[src/rtl/dual_port_ram_sync.sv]
// ---------------------------------------------------------------------------
// dual_port_ram_sync
//
// Single-clock, true dual-port synchronous RAM. This is a generic storage
// primitive, used for example for the ARP table, where each 80-bit entry
// holds an IPv4 address (32 bits) and a MAC address (48 bits).
//
// Both ports read every cycle with one cycle of latency. Reads return the
// old contents: a same-port write shows up on the next read, and a
// cross-port write to the same address in the same cycle is not visible.
// When both ports write the same address in the same cycle, port A wins.
//
// Optional feature (macro RAM_RST_CLEAR_EN):
//   When it is defined, rst starts a sweep that zeroes every entry, one
//   entry per cycle. init_busy is high during the sweep. While it is high,
//   both write enables are ignored and both read outputs are held at 0.
//   When it is undefined, reset leaves memory untouched and init_busy is
//   tied to 0.
//
// Parameters:
//   AW        address width, depth = 2**AW
//   DW        data width
//
// Ports:
//   clk       clock, shared by both ports
//   rst       synchronous, active-high reset
//   a_a       port A address
//   d_a       port A write data
//   w_a       port A write enable
//   q_a       port A registered read data
//   a_b       port B address
//   d_b       port B write data
//   w_b       port B write enable
//   q_b       port B registered read data
//   init_busy high while the reset clear sweep is running
// ---------------------------------------------------------------------------
module dual_port_ram_sync #(
  parameter int AW = 2,
  parameter int DW = 80
) (
  input  logic          clk,
  input  logic          rst,
  input  logic [AW-1:0] a_a,
  input  logic [DW-1:0] d_a,
  input  logic          w_a,
  output logic [DW-1:0] q_a,
  input  logic [AW-1:0] a_b,
  input  logic [DW-1:0] d_b,
  input  logic          w_b,
  output logic [DW-1:0] q_b,
  output logic          init_busy
);

  localparam int DEPTH = 1 << AW;

  // Contents start all-zero from the declaration initialiser.
  logic [DW-1:0] mem_q [DEPTH] = '{default: '0};
  logic [DW-1:0] q_a_q;
  logic [DW-1:0] q_b_q;

  // The clear sweep has two qualifiers:
  //   clr_active  the sweep owns the array this cycle
  //   clr_addr    the entry being zeroed
  logic          clr_active;
  logic [AW-1:0] clr_addr;

`ifdef RAM_RST_CLEAR_EN
  logic [AW-1:0] clr_cnt_q;
  logic [AW-1:0] clr_cnt_d;
  logic          busy_q = 1'b0;
  logic          busy_d;

  always_comb begin
    clr_cnt_d = clr_cnt_q;
    busy_d    = busy_q;
    if (rst) begin
      // A reset during a sweep restarts the sweep at entry 0.
      clr_cnt_d = '0;
      busy_d    = 1'b1;
    end else if (busy_q) begin
      clr_cnt_d = clr_cnt_q + 1'b1;
      if (clr_cnt_q == {AW{1'b1}}) begin
        busy_d = 1'b0;
      end
    end
  end

  always_ff @(posedge clk) begin
    clr_cnt_q <= clr_cnt_d;
    busy_q    <= busy_d;
  end

  assign clr_active = busy_q;
  assign clr_addr   = clr_cnt_q;
  assign init_busy  = busy_q;
`else
  assign clr_active = 1'b0;
  assign clr_addr   = '0;
  assign init_busy  = 1'b0;
`endif

  always_ff @(posedge clk) begin
    if (rst) begin
      // Outputs are cleared and any write on this edge is dropped.
      q_a_q <= '0;
      q_b_q <= '0;
    end else if (clr_active) begin
      q_a_q           <= '0;
      q_b_q           <= '0;
      mem_q[clr_addr] <= '0;
    end else begin
      // The nonblocking reads sample the pre-edge contents, which gives
      // read-first behaviour on both ports.
      q_a_q <= mem_q[a_a];
      q_b_q <= mem_q[a_b];
      // Port B writes first so that port A overrides it when both ports
      // write the same address.
      if (w_b) begin
        mem_q[a_b] <= d_b;
      end
      if (w_a) begin
        mem_q[a_a] <= d_a;
      end
    end
  end

  assign q_a = q_a_q;
  assign q_b = q_b_q;

endmodule

[config.mk]
export PLATFORM = sky130hd
export DESIGN_NAME = dual_port_ram_sync
export DESIGN_NICKNAME = d
export VERILOG_FILES = /design/src/rtl/dual_port_ram_sync.sv
export SDC_FILE = /design/constraint.sdc
export NUM_CORES = 1
export LEC_CHECK = 0
export ABC_AREA = 1
export ABC_CLOCK_PERIOD_IN_PS = 27200
export BUFFER_PORTS_ARGS = -buffer_cell sky130_fd_sc_hd__buf_2
export CORE_UTILIZATION = 62
export CTS_BUF_LIST = sky130_fd_sc_hd__clkbuf_16
export DETAILED_ROUTE_END_ITERATION = 7
export PLACE_DENSITY_LB_ADDON = 0.1
export RECOVER_POWER = 100
export SYNTH_ARGS = -nofsm -noshare
export SYNTH_HDL_FRONTEND = slang
export SYNTH_SLANG_ARGS = --single-unit
[constraint.sdc]
create_clock -name clk -period 27.2 [get_ports clk]
set_clock_uncertainty 0.2 [all_clocks]
set_input_delay 5.44 -clock clk [delete_from_list [all_inputs] [get_ports clk]]
set_output_delay 5.44 -clock clk [all_outputs]
set_load 0.01 [all_outputs]
Word level (Yosys, flattened, before mapping)
Memory sizes are Yosys's and may differ from the RTL's. A register that Yosys moved wholly into a read port is not among the register bits.
Index checks and enable logic that the tools add are counted.
Operators by class
  multiplexer cells: 6
Operators by type and width (count)
  two-way mux 1 bit: 6
Word-level totals
  register bits: 0
  RAM bits: 320
  bits of input ports: 168
  output and inout bits: 161
  logic and storage cells: 7
  memories kept: 1
Memories
  mem_q: words 4, bits a word 80, rd ports 2, clocked after memory_dff 2, write ports 2, RTL line 57  | logic [DW-1:0] mem_q [DEPTH] = '{default: '0};

Depth between registers and ports, before layout
  depth in word-level cells: 3
  mapped depth: 8
  mapped depth without buffers: 5

Least setup slack after synthesis
OpenSTA, ideal clock, no wires.
  path type: input to register
  start: in a_b[1]
  end: mem mem_q[2][0] (enable)
  library setup time: 629 ps
  data arrival time: 11656 ps
  required time: 26371 ps
  setup slack: 14715 ps
  cell stages on the path: 5
  buffers on the path: 3
  cells stage by stage: buf_2 > buf_2 > buf_2 > nand2_1 > o21ai_0
RTL lines
  from (decl): RTL line 47  | input logic [AW-1:0] a_b,
  to (decl): RTL line 57

==> qor.txt <==
===========================================================================
Result of the run                                              finished, violations left
Violations in the final reports                                capacitance limit, slew limit
Area leader, netlist                                               edfxtp_1
Hold path cells                                                           4
Worst-margin pin slew                                               5.28 ns
Gate Count Post-Synth                                                  2712
Final Slew Violations                                                  1202
Clock period minus final worst setup slack                         17.26 ns
Number of clock sinks                                                   480
Ratio of final minimum period to clock period                         63.5%
Path type of the worst min-delay path                          register to register
Data required time at the worst endpoint                           27.22 ns
Sequential share of the synthesized area                              57.3%
TritonCTS clock tree                                                    yes
Placed instance area                                             0.0239 mm²
CTS root buffer                                                   clkbuf_16
Cells resized by post-CTS repair                                          0
Horizontal extent of the die                                         192 µm
Proportion of layout cells with a drive suffix above 1                8.81%
Dpl hpwl                                                           36100 µm
Final wirelength                                                   64300 µm
Final global-route overflow total                                         0
Number of buffers added to fix hold violations after cts                  0
Net Count, Synth                                                       2880
Buffer depth of the longest clock path                                    3
Vertical die dimension                                               192 µm
Final weighted congestion in routability-driven placement             0.829
DRC viols                                                                 0
Reg2Reg Depth                                                             4
Critical path start-end classification                         input pin to register
Critical Path End Type                                             register
Layout fillers                                                         2831
Highest fanout seen on the critical path                                 98
Via count of the first global-routing pass                            19063
Placeable core region                                            0.0356 mm²
Top cell type's share of synthesized area                             43.0%
Total routing usage reported by global routing                        34.9%
Number of buffers inserted to repair setup after CTS                      0
First-pass GRT wire length                                         99000 µm
Power density over the cells                                    67.5 mW/mm²
Overall die area                                                 0.0368 mm²
FF+latch area                                                    0.0128 mm²
Synth warnings                                                            0
# H-tree levels                                                           2
I/O pin cnt                                                             329
Post-synthesis sequential element count                                 480
PnR worst setup slack                                               9.94 ns
Detail-routed net length per standard cell                          18.9 µm
Initial antenna violation count                                           2
Post-synthesis average cell area                                   8.24 µm²
Unrepaired setup endpoints after global routing                          no
Mapped Area                                                      0.0224 mm²
Latest clock arrival within the worst-skew pair                     0.60 ns
Power Total                                                       0.00169 W
Maximum clock frequency                                            57.9 MHz
Post-DRT Antenna Nets                                                     0
Crit path DAT                                                      17.28 ns
Leading cell types by total area after synthesis               edfxtp_1 43%, dfxtp_1 14%, nand2_1 14%
Drt first-iter violations                                              2320
Number of setup violations in the final report                            0
Maximum number of pins on one net before global-route repair            162
Fin area                                                         0.0251 mm²
Count of max-cap constraint violations                                   16
Clk slew on worst S/H paths                                         0.06 ns
Pre-CTS setup slack                                                17.92 ns
DR vias                                                               20170
Net total in the final layout                                          3069
Final count of hold timing violations                                     0
Max-slew headroom at the worst pin                                    -253%
Area of the multi-input gates                                   0.00832 mm²
Leakage dissipation                                                 11.3 nW
Number of rows in the core area                                          69
Maximum VDD drop                                                0.0000637 V
End-of-flow core utilization                                          70.6%
Post-Route Setup TNS                                                   0 ns
Number of vias per cell                                                5.93
Syn-to-layout area delta                                              12.3%
Total of buffers placed on input and output ports                       327
Post-synth cell types                                                    20
Initial core utilization                                              62.9%
Startpoint Class                                                  input pin
Inserted Clock Buffers                                                   49
TritonRoute pass-1 iters                                                  6
===========================================================================
[where the power goes]
part | total [W] | internal, W | switching, W | leakage (nW)
registers | 0.000855 | 0.000834 | 0.0000206 | 4.25
logic | 0.000199 | 0.0000611 | 0.000138 | 6.23
clock network | 0.000641 | 0.000358 | 0.000283 | 0.802
total | 0.00169 | 0.00125 | 0.000442 | 11.3
[per-stage QoR]
step / hold WS, ns / std cells
floorplan: 0.338 / 2712
global placement: 0.356 / 3311
detailed placement: 0.360 / 3311
CTS: 0.380 / 3402
global route: 0.419 / 3403
finish: 0.376 / 3403
[layout by cell type, fill, tap and decap left out, types with 2 or more instances in the layout]
master     instances
buf_2            162
buf_4             11
buf_6              3
bufinv_16          2
clkbuf_1         169
clkbuf_16         51
clkinv_1           8
clkinv_2          16
dfxtp_1          160
edfxtp_1         320
inv_1             90
inv_2              7
inv_6              2
nand2_1          808
nand3_1          481
nor2_1           322
nor2_4             2
o21ai_0          318
o21ai_1            4
[logic make-up (layout without fill, tap and decap cells)]
logic type	after synthesis	after routing	synth area share, %
other	1	2	0.0168
AOI/OAI and AO/OA	323	323	7.23
DFF	480	480	57.3
and+or+nand+nor	1615	1615	29.9
buffers and inverters	293	522	5.52
[cell type report]
| type | count | share of cell area [%] |
|---|---|---|
| Multi-Input combinational cell | 1939 | 33.1 |
| Inverter | 86 | 1.31 |
| Clock inverter | 40 | 0.912 |
| Antenna cell | 1 | 0.00997 |
| Tap cell | 461 | 2.30 |
| Timing Repair Buffer | 345 | 6.22 |
| Clock buffer | 51 | 5.08 |
| Sequential cell | 480 | 51.0 |
[sequential cells by signal, summed over array words and instances (netlist names)]
register  count
mem_q       320
q_a          80
q_b          80
[routing by layer]
metal / track usage, % / wire (µm)
met1: 45.4 / 23900
met2: 56.3 / 30500
met3: 6.08 / 7560
met4: 17.9 / 2360
met5: 0 / 0
[cells in the mapped netlist, drive strengths merged]
cell type,n
dfxtp,160
nor2,325
nand4,1
edfxtp,320
nand2,808
clkbuf,98
buf,109
inv,86
conb,1
o21ai,323
nand3,481
[worst paths after layout]
check / start / endpoint / slack [ns]
setup reg to reg: mem_q[2][22] / q_a[22] / 25.93
setup / recovery: a_a[1] / mem_q[3][12] / 9.94
hold reg to reg: mem_q[0][13] / q_a[13] / 0.38
hold / removal: mem_q[0][13] / q_a[13] / 0.38
[worst max-delay path, stage by stage]
cell	delay [ns]
clkbuf_1	3.28
nand4_1	3.72
o21ai_0	3.61
buf_4	1.08
Note: power is estimated with default switching activity, not from simulation.
